File: src/rtl/cpu_pkg.sv
// Shared types for the LEGv8 pipeline control unit: opcode table, ALU and
// forwarding encodings, and the control bundle that rides along each stage.
package cpu_pkg;

  localparam logic [9:0]  OP_ADDI  = 10'b1001000100;
  localparam logic [10:0] OP_ADDS  = 11'b10101011000;
  localparam logic [10:0] OP_SUBS  = 11'b11101011000;
  localparam logic [10:0] OP_AND   = 11'b10001010000;
  localparam logic [10:0] OP_EOR   = 11'b11001010000;
  localparam logic [10:0] OP_LSR   = 11'b11010011010;
  localparam logic [10:0] OP_LDUR  = 11'b11111000010;
  localparam logic [10:0] OP_STUR  = 11'b11111000000;
  localparam logic [5:0]  OP_B     = 6'b000101;
  localparam logic [7:0]  OP_CBZ   = 8'b10110100;
  localparam logic [7:0]  OP_BCOND = 8'b01010100;

  // Only signed less-than is supported for B.cond.
  localparam logic [3:0]  COND_LT  = 4'hB;

  typedef enum logic [2:0] {
    ALU_PASSB = 3'b000,
    ALU_ADD   = 3'b010,
    ALU_SUB   = 3'b011,
    ALU_AND   = 3'b100,
    ALU_OR    = 3'b101,
    ALU_XOR   = 3'b110
  } alu_op_e;

  localparam logic [1:0] FWD_REG = 2'b00;
  localparam logic [1:0] FWD_MEM = 2'b01;
  localparam logic [1:0] FWD_EX  = 2'b10;

  // Full bundle decoded in ID and held in the EX stage register.
  typedef struct packed {
    logic       reg_wren;
    logic       mem_wren;
    logic       mem2reg;
    alu_op_e    alu_op;
    logic       shift2reg;
    logic       set_flags;
    logic [5:0] shamt;
  } ctrl_t;

  // Subset that survives past EX.
  typedef struct packed {
    logic reg_wren;
    logic mem_wren;
    logic mem2reg;
  } mem_ctrl_t;

  localparam ctrl_t CTRL_BUBBLE = '0;

  // The younger producer (EX) holds the newer value, so it wins over MEM.
  function automatic logic [1:0] fwd_sel(input logic ex_hit, input logic mem_hit);
    if (ex_hit)       return FWD_EX;
    else if (mem_hit) return FWD_MEM;
    else              return FWD_REG;
  endfunction

endpackage

File: src/rtl/cpu_control_pipeline_if.sv
// Control <-> datapath bundle. The control unit is the master; the datapath
// supplies the fetched instruction and flags and consumes everything else.
interface cpu_control_pipeline_if #(
  parameter int NUM_REGS = 32
);
  localparam int AW = $clog2(NUM_REGS);

  logic [31:0]   instruction;
  logic          alu_zero;
  logic          cbz_zero;
  logic          negative;
  logic          overflow;

  logic          Reg2Loc;
  logic          ALU_Src;
  logic          Imm2ALU;
  logic          UncondBr;
  logic          BrTaken;
  logic          Shift2Reg;
  logic          SetFlags;
  logic          MemWren;
  logic          Mem2Reg;
  logic          RegWren;
  logic [2:0]    ALU_Op;
  logic [25:0]   Imm26;
  logic [18:0]   Imm19;
  logic [11:0]   Imm12;
  logic [8:0]    Imm9;
  logic [5:0]    Shamt;
  logic [AW-1:0] Rn;
  logic [AW-1:0] Rm;
  logic [AW-1:0] Rd;
  logic [AW-1:0] Rd2;
  logic [1:0]    forward_Da;
  logic [1:0]    forward_Db;
  logic          load_use;

  modport master (
    input  instruction, alu_zero, cbz_zero, negative, overflow,
    output Reg2Loc, ALU_Src, Imm2ALU, UncondBr, BrTaken,
    output Shift2Reg, SetFlags, MemWren, Mem2Reg, RegWren, ALU_Op,
    output Imm26, Imm19, Imm12, Imm9, Shamt,
    output Rn, Rm, Rd, Rd2, forward_Da, forward_Db, load_use
  );

  modport slave (
    output instruction, alu_zero, cbz_zero, negative, overflow,
    input  Reg2Loc, ALU_Src, Imm2ALU, UncondBr, BrTaken,
    input  Shift2Reg, SetFlags, MemWren, Mem2Reg, RegWren, ALU_Op,
    input  Imm26, Imm19, Imm12, Imm9, Shamt,
    input  Rn, Rm, Rd, Rd2, forward_Da, forward_Db, load_use
  );

endinterface

File: src/rtl/cpu_control_decode.sv
// ID-stage decoder: opcode -> control bundle carried down the pipe, plus the
// operand selects and branch classes consumed in ID itself.
module cpu_control_decode
  import cpu_pkg::*;
(
  input  logic [10:0] opcode_i,
  input  logic [3:0]  cond_i,
  input  logic [5:0]  shamt_i,
  output ctrl_t       ctrl_o,
  output logic        reg2loc_o,
  output logic        alu_src_o,
  output logic        imm2alu_o,
  output logic        is_b_o,
  output logic        is_cbz_o,
  output logic        is_blt_o
);

  always_comb begin
    // NOTE: every output is given a default before the case, so no path can leave one unassigned and infer a latch.
    ctrl_o         = CTRL_BUBBLE;
    ctrl_o.mem2reg = 1'b1;
    reg2loc_o      = 1'b1;
    alu_src_o      = 1'b1;
    imm2alu_o      = 1'b0;
    is_b_o         = 1'b0;
    is_cbz_o       = 1'b0;
    is_blt_o       = 1'b0;

    // Opcode fields have different widths; shorter ones are padded with wildcards.
    casez (opcode_i)
      {OP_ADDI, 1'b?}: begin
        ctrl_o.reg_wren = 1'b1;
        ctrl_o.alu_op   = ALU_ADD;
        alu_src_o       = 1'b0;
        imm2alu_o       = 1'b1;
      end
      OP_ADDS: begin
        ctrl_o.reg_wren  = 1'b1;
        ctrl_o.alu_op    = ALU_ADD;
        ctrl_o.set_flags = 1'b1;
      end
      OP_SUBS: begin
        ctrl_o.reg_wren  = 1'b1;
        ctrl_o.alu_op    = ALU_SUB;
        ctrl_o.set_flags = 1'b1;
      end
      OP_AND: begin
        ctrl_o.reg_wren = 1'b1;
        ctrl_o.alu_op   = ALU_AND;
      end
      OP_EOR: begin
        ctrl_o.reg_wren = 1'b1;
        ctrl_o.alu_op   = ALU_XOR;
      end
      OP_LSR: begin
        ctrl_o.reg_wren  = 1'b1;
        ctrl_o.shift2reg = 1'b1;
        ctrl_o.shamt     = shamt_i;
      end
      OP_LDUR: begin
        ctrl_o.reg_wren = 1'b1;
        ctrl_o.mem2reg  = 1'b0;
        ctrl_o.alu_op   = ALU_ADD;
        alu_src_o       = 1'b0;
      end
      OP_STUR: begin
        ctrl_o.mem_wren = 1'b1;
        ctrl_o.alu_op   = ALU_ADD;
        alu_src_o       = 1'b0;
        reg2loc_o       = 1'b0;
      end
      {OP_CBZ, 3'b???}: begin
        is_cbz_o  = 1'b1;
        reg2loc_o = 1'b0;
      end
      {OP_BCOND, 3'b???}: begin
        is_blt_o = (cond_i == COND_LT);
      end
      {OP_B, 5'b?????}: begin
        is_b_o = 1'b1;
      end
      default: ;
    endcase
  end

endmodule

File: src/rtl/cpu_control_pipeline.sv
// LEGv8 pipeline control: ID decode and branch resolution, EX/MEM/WB control
// registers, and the forwarding/load-use detection for the ID-stage operands.
module cpu_control_pipeline
  import cpu_pkg::*;
#(
  parameter int NUM_REGS = 32,
  parameter int ZERO_REG = 31,
  parameter bit FWD_EN   = 1'b1
) (
  input  logic                  clk,
  input  logic                  reset,
  cpu_control_pipeline_if.master bus
);

  localparam int            AW       = $clog2(NUM_REGS);
  localparam logic [AW-1:0] ZERO_IDX = AW'(ZERO_REG);

  ctrl_t         ex_d, ex_q;
  mem_ctrl_t     mem_d, mem_q;
  logic [AW-1:0] ex_rd_d, ex_rd_q, mem_rd_q, wb_rd_q;
  logic          wb_wren_q;

  logic          reg2loc, alu_src, imm2alu;
  logic          is_b, is_cbz, is_blt;
  logic [AW-1:0] src_a, src_b;
  logic          ex_hit_a, ex_hit_b, mem_hit_a, mem_hit_b;
  logic          ex_is_load;
  logic          unused_alu_zero;

  cpu_control_decode u_decode (
    .opcode_i  (bus.instruction[31:21]),
    .cond_i    (bus.instruction[3:0]),
    .shamt_i   (bus.instruction[15:10]),
    .ctrl_o    (ex_d),
    .reg2loc_o (reg2loc),
    .alu_src_o (alu_src),
    .imm2alu_o (imm2alu),
    .is_b_o    (is_b),
    .is_cbz_o  (is_cbz),
    .is_blt_o  (is_blt)
  );

  // ID-stage fields and selects, straight from the instruction.
  assign bus.Rn       = bus.instruction[5 +: AW];
  assign bus.Rm       = bus.instruction[16 +: AW];
  assign bus.Rd       = bus.instruction[0 +: AW];
  assign bus.Imm26    = bus.instruction[25:0];
  assign bus.Imm19    = bus.instruction[23:5];
  assign bus.Imm12    = bus.instruction[21:10];
  assign bus.Imm9     = bus.instruction[20:12];
  assign bus.Reg2Loc  = reg2loc;
  assign bus.ALU_Src  = alu_src;
  assign bus.Imm2ALU  = imm2alu;
  assign bus.UncondBr = is_b;

  // Resolved in ID with one delay slot; N/V arrive already forwarded from EX.
  assign bus.BrTaken = is_b
                     | (is_cbz & bus.cbz_zero)
                     | (is_blt & (bus.negative ^ bus.overflow));

  // The Z flag is not used by any supported instruction.
  assign unused_alu_zero = bus.alu_zero;

  // Forwarding: compare the two ID sources against the EX and MEM writers.
  assign src_a     = bus.Rn;
  assign src_b     = reg2loc ? bus.Rm : bus.Rd;
  assign ex_hit_a  = ex_q.reg_wren  && (ex_rd_q  == src_a) && (src_a != ZERO_IDX);
  assign ex_hit_b  = ex_q.reg_wren  && (ex_rd_q  == src_b) && (src_b != ZERO_IDX);
  assign mem_hit_a = mem_q.reg_wren && (mem_rd_q == src_a) && (src_a != ZERO_IDX);
  assign mem_hit_b = mem_q.reg_wren && (mem_rd_q == src_b) && (src_b != ZERO_IDX);

  assign bus.forward_Da = FWD_EN ? fwd_sel(ex_hit_a, mem_hit_a) : FWD_REG;
  assign bus.forward_Db = FWD_EN ? fwd_sel(ex_hit_b, mem_hit_b) : FWD_REG;

  // LDUR is the only writer that takes its result from memory.
  assign ex_is_load   = ex_q.reg_wren & ~ex_q.mem2reg;
  assign bus.load_use = ex_is_load & (ex_hit_a | ex_hit_b);

  assign ex_rd_d = bus.instruction[0 +: AW];
  assign mem_d   = '{reg_wren: ex_q.reg_wren,
                     mem_wren: ex_q.mem_wren,
                     mem2reg:  ex_q.mem2reg};

  // Stage registers: no stall or flush, every stage advances each cycle.
  always_ff @(posedge clk or negedge reset) begin
    if (!reset) begin
      ex_q      <= CTRL_BUBBLE;
      ex_rd_q   <= '0;
      mem_q     <= '0;
      mem_rd_q  <= '0;
      wb_wren_q <= 1'b0;
      wb_rd_q   <= '0;
    end else begin
      // NOTE: non-blocking updates let each stage capture its predecessor's pre-edge value.
      ex_q      <= ex_d;
      ex_rd_q   <= ex_rd_d;
      mem_q     <= mem_d;
      mem_rd_q  <= ex_rd_q;
      wb_wren_q <= mem_q.reg_wren;
      wb_rd_q   <= mem_rd_q;
    end
  end

  assign bus.ALU_Op    = ex_q.alu_op;
  assign bus.Shift2Reg = ex_q.shift2reg;
  assign bus.SetFlags  = ex_q.set_flags;
  assign bus.Shamt     = ex_q.shamt;
  assign bus.MemWren   = mem_q.mem_wren;
  assign bus.Mem2Reg   = mem_q.mem2reg;
  assign bus.RegWren   = wb_wren_q;
  assign bus.Rd2       = wb_rd_q;

endmodule

File: src/flat_wrapper.sv
// flat-port wrapper written by rule: the top's interface ports become plain ports
module cpu_control_pipeline_flat import cpu_pkg::*;
#(
  parameter int NUM_REGS = 32,
  parameter int ZERO_REG = 31,
  parameter bit FWD_EN   = 1'b1
)
  (clk, reset, bus_instruction, bus_alu_zero, bus_cbz_zero, bus_negative, bus_overflow, bus_Reg2Loc, bus_ALU_Src, bus_Imm2ALU, bus_UncondBr, bus_BrTaken, bus_Shift2Reg, bus_SetFlags, bus_MemWren, bus_Mem2Reg, bus_RegWren, bus_ALU_Op, bus_Imm26, bus_Imm19, bus_Imm12, bus_Imm9, bus_Shamt, bus_Rn, bus_Rm, bus_Rd, bus_Rd2, bus_forward_Da, bus_forward_Db, bus_load_use);
  cpu_control_pipeline_if #(.NUM_REGS(NUM_REGS)) bus_i ();
  input  logic clk;
  input  logic reset;
  input wire logic [$bits(bus_i.instruction)-1:0] bus_instruction;
  input wire logic [$bits(bus_i.alu_zero)-1:0] bus_alu_zero;
  input wire logic [$bits(bus_i.cbz_zero)-1:0] bus_cbz_zero;
  input wire logic [$bits(bus_i.negative)-1:0] bus_negative;
  input wire logic [$bits(bus_i.overflow)-1:0] bus_overflow;
  output wire logic [$bits(bus_i.Reg2Loc)-1:0] bus_Reg2Loc;
  output wire logic [$bits(bus_i.ALU_Src)-1:0] bus_ALU_Src;
  output wire logic [$bits(bus_i.Imm2ALU)-1:0] bus_Imm2ALU;
  output wire logic [$bits(bus_i.UncondBr)-1:0] bus_UncondBr;
  output wire logic [$bits(bus_i.BrTaken)-1:0] bus_BrTaken;
  output wire logic [$bits(bus_i.Shift2Reg)-1:0] bus_Shift2Reg;
  output wire logic [$bits(bus_i.SetFlags)-1:0] bus_SetFlags;
  output wire logic [$bits(bus_i.MemWren)-1:0] bus_MemWren;
  output wire logic [$bits(bus_i.Mem2Reg)-1:0] bus_Mem2Reg;
  output wire logic [$bits(bus_i.RegWren)-1:0] bus_RegWren;
  output wire logic [$bits(bus_i.ALU_Op)-1:0] bus_ALU_Op;
  output wire logic [$bits(bus_i.Imm26)-1:0] bus_Imm26;
  output wire logic [$bits(bus_i.Imm19)-1:0] bus_Imm19;
  output wire logic [$bits(bus_i.Imm12)-1:0] bus_Imm12;
  output wire logic [$bits(bus_i.Imm9)-1:0] bus_Imm9;
  output wire logic [$bits(bus_i.Shamt)-1:0] bus_Shamt;
  output wire logic [$bits(bus_i.Rn)-1:0] bus_Rn;
  output wire logic [$bits(bus_i.Rm)-1:0] bus_Rm;
  output wire logic [$bits(bus_i.Rd)-1:0] bus_Rd;
  output wire logic [$bits(bus_i.Rd2)-1:0] bus_Rd2;
  output wire logic [$bits(bus_i.forward_Da)-1:0] bus_forward_Da;
  output wire logic [$bits(bus_i.forward_Db)-1:0] bus_forward_Db;
  output wire logic [$bits(bus_i.load_use)-1:0] bus_load_use;
  assign bus_i.instruction = bus_instruction;
  assign bus_i.alu_zero = bus_alu_zero;
  assign bus_i.cbz_zero = bus_cbz_zero;
  assign bus_i.negative = bus_negative;
  assign bus_i.overflow = bus_overflow;
  assign bus_Reg2Loc = bus_i.Reg2Loc;
  assign bus_ALU_Src = bus_i.ALU_Src;
  assign bus_Imm2ALU = bus_i.Imm2ALU;
  assign bus_UncondBr = bus_i.UncondBr;
  assign bus_BrTaken = bus_i.BrTaken;
  assign bus_Shift2Reg = bus_i.Shift2Reg;
  assign bus_SetFlags = bus_i.SetFlags;
  assign bus_MemWren = bus_i.MemWren;
  assign bus_Mem2Reg = bus_i.Mem2Reg;
  assign bus_RegWren = bus_i.RegWren;
  assign bus_ALU_Op = bus_i.ALU_Op;
  assign bus_Imm26 = bus_i.Imm26;
  assign bus_Imm19 = bus_i.Imm19;
  assign bus_Imm12 = bus_i.Imm12;
  assign bus_Imm9 = bus_i.Imm9;
  assign bus_Shamt = bus_i.Shamt;
  assign bus_Rn = bus_i.Rn;
  assign bus_Rm = bus_i.Rm;
  assign bus_Rd = bus_i.Rd;
  assign bus_Rd2 = bus_i.Rd2;
  assign bus_forward_Da = bus_i.forward_Da;
  assign bus_forward_Db = bus_i.forward_Db;
  assign bus_load_use = bus_i.load_use;
  cpu_control_pipeline #(.NUM_REGS(NUM_REGS), .ZERO_REG(ZERO_REG), .FWD_EN(FWD_EN)) u_core (.clk(clk), .reset(reset), .bus(bus_i));
endmodule
File: config.mk
export PLATFORM = sky130hd
export DESIGN_NAME = cpu_control_pipeline_flat
export DESIGN_NICKNAME = d
export VERILOG_FILES = /design/src/rtl/cpu_pkg.sv /design/src/rtl/cpu_control_pipeline_if.sv /design/src/rtl/cpu_control_decode.sv /design/src/rtl/cpu_control_pipeline.sv /design/src/flat_wrapper.sv
export SDC_FILE = /design/constraint.sdc
export NUM_CORES = 1
export LEC_CHECK = 0
export BUFFER_PORTS_ARGS = -buffer_cell sky130_fd_sc_hd__buf_2
export CAP_MARGIN = 20
export CORE_AREA = 4 4 80 75
export CTS_BUF_LIST = sky130_fd_sc_hd__clkbuf_16
export DETAILED_ROUTE_END_ITERATION = 8
export DIE_AREA = 0 0 84 79
export PLACE_DENSITY = 0.93
export SLEW_MARGIN = 20
export SYNTH_ARGS = -nofsm -noshare
export SYNTH_HDL_FRONTEND = slang
export SYNTH_SLANG_ARGS = --single-unit
File: constraint.sdc
create_clock -name clk -period 5.9 [get_ports clk]
set_input_delay 1.475 -clock clk [delete_from_list [all_inputs] [get_ports clk]]
set_output_delay 1.475 -clock clk [all_outputs]
set_load 0.03 [all_outputs]
==> metrics.md <==
| Metric | Value |
|---|---|
| Status | finished, final reports clean |
| Post-route ant nets | 0 |
| Cts repair resizes | 0 |
| # rows | 25 |
| Vias in the first global route | 1674 |
| Sequential share of the synthesized area | 35.16% |
| First-pass GRT wire length | 8093 µm |
| Total Routing Usage GR | 15.19% |
| RSZ-0062 raised after global routing | no |
| Number of max-cap violations | 0 |
| Post-synth top area share | 35.16% |
| CP dominant cell by count | buf_2 |
| Worst Tran Pin Value | 0.7307 ns |
| Initial DRC Count | 63 |
| Placed cells | 363 |
| Root buf cell | clkbuf_16 |
| Pwr dens | 238.7 mW/mm² |
| CP max stage cell | o311ai_0 |
| Worst min path class | reg2reg |
| Drt total wl | 5134 µm |
| Count of input and output buffers | 146 |
| Multiplexer area fraction after synthesis | 1.918% |
| Critical path class | in2out |
| DR WL/cell | 13.88 µm |
| Synth Net Count | 280 |
| Flop pwr share | 38.1% |
| Height of the die | 79 µm |
| Top Family by Delay on Critical Path | simple AND/OR/NAND/NOR gates |
| Post-Syn Area per Cell | 9.705 µm² |
| Post-route DRC violation count | 0 |
| CTS tree | built |
| Die W | 84 µm |
| Max stage delay on crit path | 0.65 ns |
| Crit-path max FO | 7 |
| Sw Share | 31.31% |
| Simple-gate area share of the yosys netlist | 19.82% |
| Fmax | 195.7 MHz |
| Yosys top cell by area | dfrtp_1 |
| Comb power frac | 24.9% |
| Pint | 428.2 µW |
| Die area | 0.006636 mm² |
| Clock Latency Late Sink | 0.27 ns |
| Setup ws final | 0.7910 ns |
| CP bufs+invs | 3 |
| ANT cells | 0 |
| Final core utilization | 50.90% |
| First-pass DRT Iterations | 4 |
| Number of buffers created by CTS | 5 |
| Area of the core | 0.005130 mm² |
| Setup crit end kind | output port |
| Clock network power share | 37.0% |
| Net Switching | 195.2 µW |
| Pre-CTS setup slack | 0.8183 ns |
| Synth Area in Compound Gates | 6.287% |
| Gr ovfl total | 0 |
| Worst reg2reg setup slack | 5.30 ns |
| Hold_ws | 0.3630 ns |
| Max transition margin | 50.67% |
| Starting Density | 45.78% |
| Gp weighted congestion | 0.8408 |
| Final worst path period share | 86.59% |
| Clk slew on worst S/H paths | 0.05 ns |
| Vias | 1790 |
| Area Growth Syn to Fin | 11.19% |
| Final Skew | 0.003594 ns |
| Antenna violations before repair | 0 |
| Finished Layout Cells | 370 |
| Most numerous cell in the Yosys netlist | buf_4 |
| Clock tree buffer depth | 2 |
| # clock sinks | 33 |
| H-tree levels | 2 |
| WP data required | 4.43 ns |
| Worst vdd ir | 0.0001630 V |
| Final Hold Violating Endpoints | 0 |
| Post-CTS Setup Bufs | 0 |
| DP HPWL | 4225 µm |
| Pin count of the biggest net entering global routing | 34 |
| Xor/xnor share of the synthesized area | 6.340% |
| Post-synth cell types | 42 |
| Cell area after synthesis | 0.002349 mm² |
| Async set-reset flop share out of synthesis | 100.0% |
| Pins Over Slew Limit | 0 |
| CP Launch Type | primary input |
| Combinational family with the most area after synthesis | buffers and inverters |
| Post-CTS Hold Fix Bufs | 0 |
| Post-synth EDFFs | 0 |
| Total Neg Setup Slack | 0 ns |
| Synth top area cells | dfrtp_1 35%, buf_4 29%, xnor2_1 5.2% |
| Critical Path AT | 3.63 ns |
| Synth Register Bits | 33 |
| IO Pins | 148 |
| Share of cells above drive strength 1 | 53.47% |
| Adder-cell share of the synthesized area | 0% |
| Synthesis Warnings | 0 |
| Mapped Cells | 242 |
| Vias/cell | 4.838 |
| Cells along the critical path | buf_2 -> and3b_2 -> nand4_4 -> inv_4 -> o311ai_0 -> xor2_1 -> or3_1 -> o2bb2ai_1 -> buf_2 |
| Cell leakage power | 0.001371 µW |
| Setup violations, final | 0 |
| Post-synth top cells | 92 x buf_4, 33 x dfrtp_1, 14 x xnor2_1 |
| Final #Nets | 341 |
| Fin crit period | 5.109 ns |
| Top_reg_cell synth | dfrtp_1 |
-- power by group through the flow --
stage | combinational [µW] | sequential (µW) | clock, µW
2_1_floorplan | 130 | 243 | 0
3_3_place_gp | 154 | 241 | 0
3_5_place_dp | 156 | 241 | 0
4_1_cts | 157 | 238 | 237
5_1_grt | 166 | 238 | 248
6_report | 155 | 238 | 230
-- per-layer routing --
metal  track usage [%]  vias to the layer above  wire (µm)
li1                  -                      856          -
met5                 0                        -          0
met2             25.52                       94       2537
met4             5.788                        0         75
met3             3.320                        6        439
met1             19.23                      834       2082
-- through the flow --
step	instance area [µm²]	total power, µW
2_1_floorplan	2349	373.3
6_report	2611	623.4
4_1_cts	2605	630.7
3_3_place_gp	2472	394.7
5_1_grt	2611	652.2
3_5_place_dp	2472	397.4
-- final timing paths --
check                                     from             endpoint  depth (start not counted)
max                        bus_instruction[25]         bus_load_use                          9
min                            u_core.ex_q[12]   u_core.bus.MemWren                          0
max reg2reg                 u_core.mem_rd_q[3]    u_core.bus.Rd2[3]                          0
min reg2reg                    u_core.ex_q[12]   u_core.bus.MemWren                          0
max in group asynchronous                reset  u_core.bus.Shamt[2]                          1
min in group asynchronous                reset   u_core.mem_rd_q[3]                          1
-- cell families after synthesis --
kind of cell / Yosys count
compound gates: 21
xor+xnor: 17
buf+inv: 98
flops: 33
mux: 2
simple gates: 71
-- layout by cell type, fill, tap and decap left out, drive strengths merged, types with 5 or more instances in the layout --
cell,count
buf,146
dfrtp,33
xnor2,14
nand2,11
and2,9
nand4,8
inv,7
nor2,7
nand3,6
and3,5
clkbuf,5
nor4,5
nor3,5
-- final cells by class --
type	count	area (µm²)
clock inverters	2	7.507
repair buffers	146	730.7
flip-flops and latches	33	825.8
inverters	6	25.02
fillers	482	2519
well taps	67	83.83
multi-input cells	111	813.3
clock buffers	5	125.1
-- registers in the layout, summed over array words and instances, names as in the netlist, 3 cells and up --
name               cells
u_core.bus.Shamt       6
u_core.bus.Rd2         5
u_core.ex_rd_q         5
u_core.mem_rd_q        5
u_core.bus.ALU_Op      3
u_core.ex_q            3
(Power assumes the default switching activity.)
